$ cat config.mk
export PLATFORM = sky130hd
export DESIGN_NAME = fb_arbiter
export DESIGN_NICKNAME = d
export VERILOG_FILES = /design/src/rtl/fb_arbiter.sv
export SDC_FILE = /design/constraint.sdc
export NUM_CORES = 1
export LEC_CHECK = 0
export BUFFER_PORTS_ARGS = -buffer_cell sky130_fd_sc_hd__buf_2
export CELL_PAD_IN_SITES_DETAIL_PLACEMENT = 0
export CELL_PAD_IN_SITES_GLOBAL_PLACEMENT = 1
export CORE_AREA = 2 2 93 95
export CTS_CLUSTER_SIZE = 14
export DETAILED_ROUTE_END_ITERATION = 10
export DIE_AREA = 0 0 95 97
export GPL_ROUTABILITY_DRIVEN = 0
export GPL_TIMING_DRIVEN = 0
export PLACE_DENSITY_LB_ADDON = 0.1
export SLEW_MARGIN = 20
export SYNTH_ARGS = -nofsm -noshare
export SYNTH_HDL_FRONTEND = slang
export SYNTH_SLANG_ARGS = --single-unit
$ cat constraint.sdc
create_clock -name clk -period 2.2 [get_ports clk]
set_input_delay 0.33 -clock clk [delete_from_list [all_inputs] [get_ports clk]]
set_output_delay 0.33 -clock clk [all_outputs]
set_load 0.02 [all_outputs]
$ cat src/rtl/fb_arbiter.sv
// fb_arbiter: owns the framebuffer RAM port; bursts one line into the line buffer per displayed line,
// fills the remaining cycles with single-word CPU accesses. Optional FB_ARB_UNDERRUN_CNT_EN adds an underrun counter.
module fb_arbiter #(
   parameter int                ADDR_W     = 16,
   parameter int                DATA_W     = 16,
   parameter int                LINE_WORDS = 40,
   parameter logic [ADDR_W-1:0] FB_BASE    = '0
) (
   input  logic              clk,
   input  logic              rst,
   input  logic              line_start,
   input  logic              vlookahead,
   input  logic [9:0]        y,
   input  logic              cpu_req,
   input  logic              cpu_we,
   input  logic [ADDR_W-1:0] cpu_addr,
   input  logic [DATA_W-1:0] cpu_wdata,
   output logic              cpu_ack,
   output logic [DATA_W-1:0] cpu_rdata,
   output logic [ADDR_W-1:0] mem_addr,
   output logic              mem_we,
   output logic [DATA_W-1:0] mem_wdata,
   input  logic [DATA_W-1:0] mem_rdata,
   output logic              lb_we,
   output logic [5:0]        lb_addr,
   output logic [DATA_W-1:0] lb_wdata,
   output logic              fetch_busy,
`ifdef FB_ARB_UNDERRUN_CNT_EN
   input  logic              underrun_clr,
   output logic [15:0]       underrun_cnt,
`endif
   output logic              underrun
);

   localparam logic [5:0] LAST_IDX = 6'(LINE_WORDS - 1);

   typedef enum logic [1:0] {IDLE, FETCH, CPU} state_t;

   state_t            state, state_nxt;
   logic              trig;
   logic              fetch_pend;
   logic [ADDR_W-1:0] row_base;
   logic [5:0]        idx;
   logic              vld_p1;
   logic [5:0]        lb_addr_p1;
   logic              ack_p1;
   logic              rd_p1;
   logic [DATA_W-1:0] rdata_hold;

   function automatic logic [ADDR_W-1:0] row_addr(input logic [9:0] row);
      return FB_BASE + ADDR_W'(row) * ADDR_W'(LINE_WORDS);
   endfunction

   assign trig = line_start & vlookahead;

   always_comb begin
      state_nxt = state;
      case (state)
         IDLE: begin
            if (fetch_pend || trig)
               state_nxt = FETCH;
            else if (cpu_req)
               state_nxt = CPU;
         end
         FETCH: begin
            if (!trig && idx == LAST_IDX)
               state_nxt = IDLE;
         end
         CPU:     state_nxt = IDLE;
         default: state_nxt = IDLE;
      endcase
   end

   always_comb begin
      mem_addr  = '0;
      mem_we    = 1'b0;
      mem_wdata = '0;
      if (state == FETCH) begin
         mem_addr = row_base + ADDR_W'(idx);
      end else if (state == CPU) begin
         mem_addr  = cpu_addr;
         mem_we    = cpu_we;
         mem_wdata = cpu_wdata;
      end
   end

   // p0 -> p1: RAM read data returns one cycle after the address, so line-buffer
   // writes and CPU acks are tracked one stage behind the issuing state.
   always_ff @(posedge clk or posedge rst) begin
      if (rst) begin
         state      <= IDLE;
         fetch_pend <= 1'b0;
         idx        <= '0;
         vld_p1     <= 1'b0;
         lb_addr_p1 <= '0;
         ack_p1     <= 1'b0;
         rd_p1      <= 1'b0;
         underrun   <= 1'b0;
         rdata_hold <= '0;
      end else begin
         state      <= state_nxt;
         // A trigger can only wait while the CPU grant cycle finishes.
         fetch_pend <= (state == CPU) && (fetch_pend || trig);
         idx        <= (state == FETCH && !trig && idx != LAST_IDX) ? idx + 6'd1 : 6'd0;
         vld_p1     <= (state == FETCH);
         lb_addr_p1 <= idx;
         ack_p1     <= (state == CPU);
         rd_p1      <= (state == CPU) && !cpu_we;
         underrun   <= trig && fetch_busy;
         if (ack_p1 && rd_p1)
            rdata_hold <= mem_rdata;
      end
   end

   always_ff @(posedge clk) begin
      if (trig)
         row_base <= row_addr(y);
   end

   assign lb_we      = vld_p1;
   assign lb_addr    = lb_addr_p1;
   assign lb_wdata   = vld_p1 ? mem_rdata : '0;
   assign fetch_busy = (state == FETCH) || vld_p1;
   assign cpu_ack    = ack_p1;
   assign cpu_rdata  = (ack_p1 && rd_p1) ? mem_rdata : rdata_hold;

`ifdef FB_ARB_UNDERRUN_CNT_EN
   always_ff @(posedge clk or posedge rst) begin
      if (rst)
         underrun_cnt <= '0;
      else if (underrun_clr)
         underrun_cnt <= '0;
      else if (underrun && underrun_cnt != 16'hFFFF)
         underrun_cnt <= underrun_cnt + 16'd1;
   end
`endif

endmodule

======== Yosys cells after proc, flatten, opt, wreduce, memory -nomap -nowiden ========
Index checks and enable logic that the tools add are counted.
storage, ports and cells
  register bits ........................... 48
  input port bits ......................... 64
  output and inout bits ................... 75
  logic and storage cells ................. 46
operators by class
  add/sub/neg operators ................... 2
  multiply operators ...................... 1
  eq/ne operators ......................... 6
  muxes and demuxes ....................... 13
  bitwise operators ....................... 1
  reduce and logical (&&, ||, !) cells .... 13
operator list
  kind                     number
  $mux W16                 6
  $add A16 B6 Y16          1
  $mul A10 B3 Y13 const B  1
  $logic_and A1 B1 Y1      7
  $add A6 B1 Y6 const B    1
  $eq A6 B6 Y1 const B     1
  $mux W2                  3
  $mux W6                  1
  $ne A6 B6 Y1 const B     1
  $pmux W2 S2              1
  $ne A3 B3 Y1 const B     1
  $eq A2 B1 Y1 const B     1
  $eq A2 B2 Y1 const B     1
  $logic_not A1 Y1         2
  $logic_not A2 Y1         1
  $logic_or A1 B1 Y1       2
  $mux W1                  2
  $ne A2 B2 Y1 const B     1
  $reduce_and A2 Y1        1
  $and A1 B1 Y1            1

======== Logic depth before layout (Yosys ltp) ========
Gate-level depths: netlist of the first run.
  depth in word-level cells ............... 5
  mapped depth ............................ 7
  depth with buffers taken out ............ 7

======== Least setup slack after synthesis of the first run ========
Ideal clock, no wire load.
  kind .................................... reg2out
  from .................................... register idx[3]
  to ...................................... output mem_addr[9]
  arrival time ............................ 2.026 ns
  required time ........................... 1.870 ns
  setup slack ............................. -0.156 ns
  cell stages (with the launch flop) ...... 8
  path through ............................ dfrtp_1 > ha_1 > inv_1 > fa_1 > and2b_1 > o2111ai_1 > xor2_1 > o21ai_0
between the ends
  cells in the longest elaborated chain, start to end .. 2
ends and longest elaborated chain
  element                   line  source
  start: declaration        43    logic [5:0] idx;
  start signal: assignment  104   idx <= (state == FETCH && !trig && idx != LAST_IDX) ? idx + 6'd1 : 6'd0;
  $add A16 B6 Y16           79    mem_addr = row_base + ADDR_W'(idx);
  $mux W16                  78    if (state == FETCH) begin
  end: declaration          20    output logic [ADDR_W-1:0] mem_addr,
No other way between the ends.

======== Worst setup path after layout of the first run ========
  from .................................... register row_base[3]
  to ...................................... output mem_addr[11]
between the ends
  cells in the longest elaborated chain, start to end .. 2
ends and longest elaborated chain
  element                   line  source
  start: declaration        42    logic [ADDR_W-1:0] row_base;
  start signal: assignment  117   row_base <= row_addr(y);
  $add A16 B6 Y16           79
  $mux W16                  78
No other way between the ends.

==> impl_metrics.tcl, run 1 <==
set metrics [dict create \
    outcome "finished with violations" \
    violations "setup timing" \
    synth_nets 339 \
    total_power_mw 2.48 \
    min_path_type "in2async" \
    wl_um 7080 \
    max_freq_mhz 400 \
    cp_slowest_cell "edfxtp_1" \
    synthArstFlopShare 0.729 \
    clk_pin_slew_ns 0.09 \
    synthTopCellsByArea "dfrtp_1 32%, edfxtp_1 14%, ha_1 9.1%" \
    grt_max_degree 36 \
    vias 2331 \
    cts_tree "built" \
    root_buffer "clkbuf_8" \
    cts.sinks 48 \
    ios 139 \
    areaGrowthSynthToFinish_pct 38.6 \
    power_density_nw_per_um2 650 \
    dpl_cell_area_um2 3570 \
    criticalPathCategory "reg2out" \
    cap_violations 0 \
    drtIter0Drc 58 \
    final_cells 509 \
    synth_top_area_cell "dfrtp_1" \
    startpoint_type "register" \
    fin_crit_sh 1.14 \
    ys_seq_area_frac 0.461 \
    nFillCells 816 \
    netlist_area_um2 2750 \
    p_leak_nw 1.86 \
    min_period_ns 2.50 \
    grtUsageTotal 0.153 \
    synth.avg_cell_area_um2 10.9 \
    ys.warnings.count 0 \
    skew_ns 0.00653 \
    io_buffers 138 \
    worstPathArrival_ns 2.17 \
    die_area_um2 9220 \
    dp_cells 496 \
    ys_ff_latch 48 \
    drive_above_1_share 0.480 \
    cts_buffers 5 \
    drv_slew 0 \
    rows 33 \
    drc 0 \
    reg2regPathDepth 3 \
    antenna_found_initial 0 \
    post-dp-hpwl_um 5750 \
    cp_cell_sequence "ha_4, inv_2, fa_2, and2b_2, buf_6, o211ai_1, xor2_1, o21ai_1, buf_4" \
    rsz0062_at_grt "yes" \
    core_area_um2 8130 \
    post-route-util 0.468 \
    die_x_um 95 \
    diodes 0 \
    grt_pass1_vias 2166 \
    setup_viol 11 \
    synth_top_cell_area_share 0.319 \
    synth_flop_cell "dfrtp_1" \
    drt_pre_antenna_iters 4 \
    crit_path_max_fanout 4 \
    wl_per_cell_um 13.9 \
    fin_tns_setup_ns -2.17 \
    overflow 0 \
    synth_cells 253 \
    slowest_delay_ns 0.41 \
    netlist_top_cells_count "35 x dfrtp_1, 34 x and2_1, 20 x ha_1, 20 x nand2_1, 16 x mux2_2" \
    slew_headroom 0.502 \
    ir_worst_vdd_v 0.000283 \
    clk_latency_ns 0.31 \
    finalHoldViolations 0 \
    clk_path_buf_depth 2 \
    synth-edff-count 13 \
    antenna_left 0 \
    multi_input_area_um2 1480 \
    avgViaCountPerCell 4.58 \
    synth_most_common_cell "dfrtp_1" \
    cts.hold.buffers_added 0 \
    worstPathRequired_ns 1.87 \
    final_cell_area_um2 3810 \
    final_net_count 489 \
    grt_pass1_wl_um 10900 \
    start_util 0.338 \
    setup_ws_ns -0.301 \
    netlist-cell-type-count 39 \
    end_kind "output port" \
    seqCellArea_um2 1270 \
    die_h_um 97 \
    tightest_slew_ns 0.745 \
    cts-htree-levels 2 \
]
-- power by group --
| group | total, mW | leakage, nW | internal, mW | switching, mW |
|---|---|---|---|---|
| logic | 0.729 | 1.25 | 0.319 | 0.410 |
| registers | 1.10 | 0.548 | 1.02 | 0.0797 |
| clock network | 0.643 | 0.0585 | 0.338 | 0.306 |
-- critical path: cells and delay by family (launching register included) --
| family | cells | cell delay, ns |
|---|---|---|
| adders and majority gates | 2 | 0.48 |
| DFF | 1 | 0.41 |
| buffers and inverters | 3 | 0.29 |
| and+or+nand+nor | 1 | 0.28 |
| AOI/OAI and AO/OA | 2 | 0.22 |
| xor gates and xnor gates | 1 | 0.18 |
-- final cells by class --
type                    instances  area share
plain buffers                   6     0.00986
clock buffers                   5      0.0181
clock inverters                 3      0.0108
inverters                       8     0.00789
multi-input cells             191       0.389
flip-flops and latches         48       0.333
well taps                     105      0.0345
repair buffers                143       0.196
-- worst paths after layout --
| kind | from | endpoint | slack [ns] |
|---|---|---|---|
| setup / recovery | row_base[3] | mem_addr[11] | -0.30 |
| hold reg to reg | idx[4] | lb_addr[4] | 0.46 |
| min in group clk | cpu_we | rd_p1 | 0.19 |
| max in group asynchronous | rst | idx[3] | 1.54 |
| setup reg to reg | cpu_ack | rdata_hold[13] | 0.88 |
| hold / removal | rst | rdata_hold[3] | 0.15 |
-- sequential cells by signal (all words and copies together) (netlist names) --
| name | cells |
|---|---|
| state | 2 |
| lb_addr | 6 |
| underrun | 1 |
| fetch_pend | 1 |
| lb_we | 1 |
| idx | 6 |
| row_base | 13 |
| cpu_ack | 1 |
| rd_p1 | 1 |
| rdata_hold | 16 |
-- cell usage in the layout (no fill, tap or decap), drive strengths merged --
cell type	n
a211oi	3
a21o	1
a21oi	7
a22o	4
a41oi	2
and2	34
and2b	1
and3	2
and4	2
buf	145
bufinv	1
clkbuf	9
clkinv	1
dfrtp	35
edfxtp	13
fa	2
ha	20
inv	9
mux2	16
mux2i	1
nand2	20
nand2b	3
nand3	7
nand4	3
nor2	14
nor2b	2
nor3	1
o2111ai	3
o211ai	3
o21ai	15
o21bai	1
or2	1
or3	1
xnor2	14
xor2	8
-- through the flow --
step | hold slack [ns] | setup WS (ns)
3_3_place_gp | 0.435 | -0.273
6_report | 0.149 | -0.301
4_1_cts | 0.173 | -0.307
5_1_grt | 0.178 | -0.408
3_5_place_dp | 0.448 | -0.279
2_1_floorplan | 0.396 | -0.00493
-- cells by family after synthesis --
group	after synthesis	share of synthesized area
simple gates	91	0.180
flops	48	0.461
compound gates	39	0.0906
xor+xnor	22	0.0701
fa+ha+maj	22	0.106
mux	17	0.0692
buf+inv	14	0.0232
-- layer usage --
| layer | share of wire | GRT usage |
|---|---|---|
| met4 | 0.013 | 0.0479 |
| met5 | 0 | 0 |
| met3 | 0.078 | 0.0405 |
| met1 | 0.43 | 0.191 |
| met2 | 0.48 | 0.257 |
-- timing repair --
| action | in CTS | in global routing |
|---|---|---|
| setup buffers | 3 | 2 |
| resized for setup | 18 | 11 |
| pin swaps | 7 | 6 |
| setup endpoints to repair | 11 | 39 |
No activity file was read; power rests on OpenSTA's default activity.
==> run 2: changes to the inputs <==
--- a/config.mk
+++ b/config.mk
@@ -8,13 +8,15 @@
 export BUFFER_PORTS_ARGS = -buffer_cell sky130_fd_sc_hd__buf_2
 export CELL_PAD_IN_SITES_DETAIL_PLACEMENT = 0
 export CELL_PAD_IN_SITES_GLOBAL_PLACEMENT = 1
-export CORE_AREA = 2 2 93 95
+export CORE_AREA = 2 2 92 94
+export CTS_BUF_LIST = sky130_fd_sc_hd__clkbuf_4
 export CTS_CLUSTER_SIZE = 14
 export DETAILED_ROUTE_END_ITERATION = 10
-export DIE_AREA = 0 0 95 97
+export DIE_AREA = 0 0 94 96
 export GPL_ROUTABILITY_DRIVEN = 0
 export GPL_TIMING_DRIVEN = 0
 export PLACE_DENSITY_LB_ADDON = 0.1
+export SETUP_SLACK_MARGIN = 0.2
 export SLEW_MARGIN = 20
 export SYNTH_ARGS = -nofsm -noshare
 export SYNTH_HDL_FRONTEND = slang
==> impl_metrics.tcl, run 2 (synthesized netlist as in run 1, its figures left out) <==
set metrics [dict create \
    drv_slew 0 \
    finalHoldViolations 0 \
    skew_ns 0.00902 \
    fin_crit_sh 1.15 \
    p_leak_nw 1.90 \
    diodes 0 \
    startpoint_type "register" \
    crit_start "idx[3]" \
    drtIter0Drc 29 \
    swShare 0.338 \
    avgViaCountPerCell 4.51 \
    cts_tree "built" \
    seqPwrFrac 0.481 \
    violations "setup timing" \
    core_area_um2 8050 \
    cts_buffers 5 \
    crit_path_max_fanout 5 \
    setup_ws_ns -0.322 \
    cp_cell_sequence "ha_2, inv_2, fa_2, and2b_2, o2111ai_4, xor2_2, o21ai_2, buf_6" \
    worstPathRequired_ns 1.87 \
    clk_path_buf_depth 2 \
    comb_power_share 0.336 \
    outcome "finished with violations" \
    antenna_left 0 \
    cts.sinks 48 \
    clock_power_share 0.183 \
    rows 33 \
    power_density_nw_per_um2 585 \
    crit_end "mem_addr[9]" \
    slowest_delay_ns 0.38 \
    switchingPower_mw 0.768 \
    ios 139 \
    reg2reg_slack_ns 0.88 \
    wl_per_cell_um 13.2 \
    final_cell_area_um2 3890 \
    rsz0062_at_grt "yes" \
    clk_latency_ns 0.36 \
    r2r-start "idx[3]" \
    drc 0 \
    grtUsageTotal 0.149 \
    tightest_slew_ns 0.726 \
    largest_reg_flops 16 \
    final_cell_mix "127 x buf_2, 34 x and2_1, 33 x dfrtp_1, 19 x nand2_1, 17 x ha_1" \
    drt_pre_antenna_iters 2 \
    layout_commonest_cell "buf_2" \
    cts.hold.buffers_added 0 \
    wl_um 6750 \
    overflow 0 \
    dpl_cell_area_um2 3610 \
    die_x_um 94 \
    reg2regPathDepth 6 \
    areaGrowthSynthToFinish_pct 41.5 \
    min_path_type "in2async" \
    antenna_found_initial 0 \
    cap_violations 0 \
    die_h_um 96 \
    setup_viol 8 \
    cp_slowest_cell "dfrtp_1" \
    slew_headroom 0.515 \
    nFillCells 830 \
    post-dp-hpwl_um 5480 \
    drive_above_1_share 0.512 \
    die_area_um2 9020 \
    root_buffer "clkbuf_4" \
    grt_pass1_wl_um 10500 \
    grt_max_degree 36 \
    largest-register "rdata_hold" \
    intPower_mw 1.51 \
    final_net_count 491 \
    start_util 0.341 \
    vias 2303 \
    min_period_ns 2.52 \
    worstPathArrival_ns 2.19 \
    grt_pass1_vias 2194 \
    criticalPathCategory "reg2out" \
    clk_pin_slew_ns 0.14 \
    top_regs "rdata_hold: 16 flops, row_base: 13 flops" \
    ir_worst_vdd_v 0.000229 \
    end_kind "output port" \
    worst_r2r_endpoint "idx[3]" \
    io_buffers 138 \
    max_freq_mhz 397 \
    post-route-util 0.483 \
    cts-htree-levels 2 \
]
[run 2: cell count changes in the layout (fill, tap and decap cells not counted), sizes merged]
| cell | change |
|---|---|
| buf | +3 |
| bufinv | -1 |
[run 2: how the worst min path moves through the flow]
stage	slack, ns	end	start	cells after the start
floorplan	0.40	rd_p1	cpu_we	1
global route	0.10	rd_p1	cpu_we	2
global placement	0.42	lb_addr[1]	idx[1]	0
CTS	0.07	lb_addr[5]	rst	2
detailed placement	0.43	lb_addr[1]	idx[1]	0
finish	0.06	lb_addr[5]	rst	2
[run 2: layout make-up]
cell class              count  area, um2  share of cell area
multi-input cells         191       1560               0.401
flip-flops and latches     48       1270               0.326
clock buffers               6       45.0              0.0116
well taps                 105        131              0.0338
plain buffers               6       51.3              0.0132
repair buffers            145        790               0.203
clock inverters             2       11.3             0.00290
inverters                   8       30.0             0.00772
[run 2: repair_timing]
item,in CTS,in global routing
endpoints found under the setup margin,39,44
setup buffers,5,2
hold endpoints to repair,0,0
pin swaps,7,15
resized for setup,31,16
[run 2: power by group through the flow]
stage,Clock (mW),Combinational [mW],Sequential (mW)
finish,0.416,0.765,1.09
global route,0.465,0.846,1.11
CTS,0.438,0.753,1.09
detailed placement,0,0.689,1.12
global placement,0,0.685,1.11
floorplan,0,0.424,1.14
[run 2: per-stage QoR]
step	setup WS [ns]	cells	hold WS, ns	power (mW)	TNS (ns)
2_1_floorplan	0.117	253	0.396	1.56	0
3_3_place_gp	-0.0684	496	0.421	1.80	-0.178
3_5_place_dp	-0.0906	496	0.429	1.81	-0.206
4_1_cts	-0.373	509	0.0718	2.28	-2.23
5_1_grt	-0.413	511	0.100	2.42	-2.74
6_report	-0.322	511	0.0599	2.27	-1.62
[run 2: worst max-delay path: cells and delay by family (launching register included)]
family | cells | cell delay (ns)
buffers and inverters | 2 | 0.17
AO/OA/AOI/OAI | 2 | 0.26
AND/OR/NAND/NOR | 1 | 0.30
XOR/XNOR | 1 | 0.19
flip-flops | 1 | 0.38
adder cells (fa/ha/maj) | 2 | 0.53
[run 2: layer usage]
layer / routed length (um) / GRT usage / part of all wire / up-vias
li1: - / - / - / 1187
met1: 2860 / 0.180 / 0.42 / 1032
met2: 3360 / 0.267 / 0.50 / 78
met3: 448 / 0.0282 / 0.066 / 6
met4: 84 / 0.0471 / 0.012 / 0
met5: 0 / 0 / 0 / -
==> run 3: changes to the inputs <==
==> config.mk (replaced) <==
export PLATFORM = sky130hd
export DESIGN_NAME = fb_arbiter
export DESIGN_NICKNAME = d
export VERILOG_FILES = /design/src/rtl/fb_arbiter.sv
export SDC_FILE = /design/constraint.sdc
export NUM_CORES = 1
export LEC_CHECK = 0
export ABC_AREA = 1
export BUFFER_PORTS_ARGS = -buffer_cell sky130_fd_sc_hd__buf_2
export CELL_PAD_IN_SITES_DETAIL_PLACEMENT = 0
export CELL_PAD_IN_SITES_GLOBAL_PLACEMENT = 1
export CORE_AREA = 2 2 97 99
export CTS_BUF_LIST = sky130_fd_sc_hd__clkbuf_4
export CTS_CLUSTER_SIZE = 14
export DETAILED_ROUTE_END_ITERATION = 10
export DIE_AREA = 0 0 99 101
export GPL_ROUTABILITY_DRIVEN = 0
export GPL_TIMING_DRIVEN = 0
export PLACE_DENSITY_LB_ADDON = 0.1
export SETUP_SLACK_MARGIN = 0.2
export SLEW_MARGIN = 5
export SYNTH_ARGS = -nofsm -noshare
export SYNTH_HDL_FRONTEND = slang
export SYNTH_SLANG_ARGS = --single-unit
==> impl_metrics.tcl, run 3 <==
set metrics [dict create \
    ys_seq_area_frac 0.428 \
    fin_tns_setup_ns -1.24 \
    diodes 0 \
    synth-edff-count 13 \
    core_area_um2 8980 \
    startpoint_type "register" \
    grtUsageTotal 0.148 \
    comb_power_share 0.503 \
    clk_path_buf_depth 2 \
    criticalPathCategory "reg2out" \
    drtIter0Drc 65 \
    clk_latency_ns 0.37 \
    crit_path_max_fanout 7 \
    multi_input_area_um2 1510 \
    ios 139 \
    tightest_slew_ns 0.723 \
    worstPathRequired_ns 1.87 \
    final_net_count 601 \
    seqCellArea_um2 1270 \
    crit_buf_inv 3 \
    synth_top_cell_area_share 0.296 \
    violations "setup timing" \
    post-dp-hpwl_um 5840 \
    end_kind "output port" \
    skew_ns 0.00931 \
    cp.depth 9 \
    rsz0062_at_grt "yes" \
    grt_max_degree 36 \
    synthArstFlopShare 0.729 \
    dp_cells 605 \
    grt_pass1_wl_um 12200 \
    max_freq_mhz 408 \
    io_buffers 138 \
    antenna_left 0 \
    worst_r2r_endpoint "state[0]" \
    die_area_um2 10000 \
    netlist-cell-type-count 32 \
    seqPwrFrac 0.340 \
    intPower_mw 1.96 \
    ir_worst_vdd_v 0.000268 \
    cts-htree-levels 2 \
    start_util 0.329 \
    total_power_mw 3.34 \
    fin_crit_sh 1.11 \
    drv_slew 0 \
    outcome "finished with violations" \
    switchingPower_mw 1.38 \
    cts.sinks 48 \
    post-route-util 0.464 \
    netlist_top_cells_count "88 x nand2_1, 62 x inv_1, 37 x nor2_1" \
    slew_headroom 0.517 \
    ys.warnings.count 0 \
    worstPathArrival_ns 2.12 \
    vias 2744 \
    cts_buffers 5 \
    drive_above_1_share 0.424 \
    setup_ws_ns -0.251 \
    top_regs "rdata_hold: 16 flops, row_base: 13 flops" \
    avgViaCountPerCell 4.38 \
    synth_nets 442 \
    synthTopCellsByArea "dfrtp_1 30%, edfxtp_1 13%, nand2_1 11%" \
    die_h_um 101 \
    grt_pass1_vias 2550 \
    clk_pin_slew_ns 0.14 \
    power_density_nw_per_um2 801 \
    p_leak_nw 2.42 \
    die_x_um 99 \
    final_cells 627 \
    synth.avg_cell_area_um2 8.30 \
    largest-register "rdata_hold" \
    critPathTopFamily "adder cells" \
    cp_slowest_cell "dfrtp_1" \
    finalHoldViolations 0 \
    cts_tree "built" \
    synth_top_area_cell "dfrtp_1" \
    drc 0 \
    ys_ff_latch 48 \
    min_path_type "in2async" \
    reg2regPathDepth 6 \
    clock_power_share 0.157 \
    wl_per_cell_um 11.6 \
    largest_reg_flops 16 \
    crit_end "mem_addr[7]" \
    r2r-start "idx[0]" \
    antenna_found_initial 0 \
    drt_pre_antenna_iters 4 \
    crit_start "idx[3]" \
    synth_flop_cell "dfrtp_1" \
    swShare 0.413 \
    min_period_ns 2.45 \
    cp_cell_sequence "ha_2, inv_2, fa_2, o21ai_4, buf_4, nand2_1, nand2_1, o21ai_1, buf_4" \
    rows 35 \
    setup_viol 6 \
    reg2reg_slack_ns 0.80 \
    final_cell_mix "127 x buf_2, 81 x nand2_1, 60 x inv_1, 37 x nor2_1, 34 x dfrtp_1" \
    wl_um 7300 \
    slowest_delay_ns 0.38 \
    synth_cells 356 \
    synth_most_common_cell "nand2_1" \
    areaGrowthSynthToFinish_pct 41.1 \
    timing.hold.ws_ns 0.0577 \
    netlist_area_um2 2960 \
    overflow 0 \
    root_buffer "clkbuf_4" \
    cap_violations 0 \
    cts.hold.buffers_added 0 \
    layout_commonest_cell "buf_2" \
    nFillCells 909 \
]
-- run 3: how the worst min path moves through the flow --
stage	endpoint	slack, ns	from
after floorplan	lb_addr[3]	0.38	idx[3]
after global placement	lb_addr[3]	0.41	idx[3]
after detailed placement	lb_addr[3]	0.41	idx[3]
after CTS	rdata_hold[8]	0.07	rst
after global routing	rd_p1	0.09	cpu_we
final	rdata_hold[8]	0.06	rst
-- run 3: stage by stage --
step | instance area [um2] | setup WS (ns)
floorplan | 2960 | 0.217
global placement | 3790 | 0.0109
detailed placement | 3790 | -0.00405
CTS | 4050 | -0.240
global route | 4170 | -0.382
finish | 4170 | -0.251
-- run 3: layer usage --
layer	GRT usage	share of wire	routed length, um
met1	0.189	0.43	3130
met2	0.257	0.50	3660
met3	0.0284	0.060	435
met4	0.0390	0.011	78
met5	0	0	0
-- run 3: layout make-up --
cell class                 count  area share
sequential                    48       0.304
buffer                         6      0.0108
tap                          111      0.0333
timing repair buffer         152       0.211
clock inverter                 3      0.0102
multi-input combinational    237       0.363
inverter                      65      0.0591
clock buffer                   5     0.00900
-- run 3: worst reg2reg max path, cell delays in order, from the launching register on --
cell,delay (ns)
dfrtp_1,0.44
ha_1,0.19
nand2_1,0.08
inv_1,0.08
nand4_1,0.13
o21ai_0,0.25
o21ai_0,0.12
-- run 3: logic make-up (layout without fill, tap and decap cells) --
kind of cell / count (synthesis) / after routing / share of synthesized area
adder cells (fa/ha/maj): 22 / 22 / 0.0982
buffers and inverters: 71 / 231 / 0.0931
XOR/XNOR: 6 / 6 / 0.0178
flip-flops: 48 / 48 / 0.428
AO/OA/AOI/OAI: 24 / 24 / 0.0521
AND/OR/NAND/NOR: 169 / 169 / 0.249
multiplexers: 16 / 16 / 0.0610
-- run 3: timing repair --
item                                    4_1_cts  5_1_grt
endpoints found under the setup margin       32       45
setup buffers                                 8        6
gates resized for setup                      36       21
gates cloned                                  0        0
pin swaps                                    16       11
-- run 3: power by group through the flow --
stage	combinational, mW	clock [mW]	sequential, mW
final	1.68	0.526	1.13
after global routing	1.85	0.577	1.15
after CTS	1.61	0.549	1.13
after detailed placement	1.50	0	1.15
after global placement	1.49	0	1.14
after floorplan	0.952	0	1.18
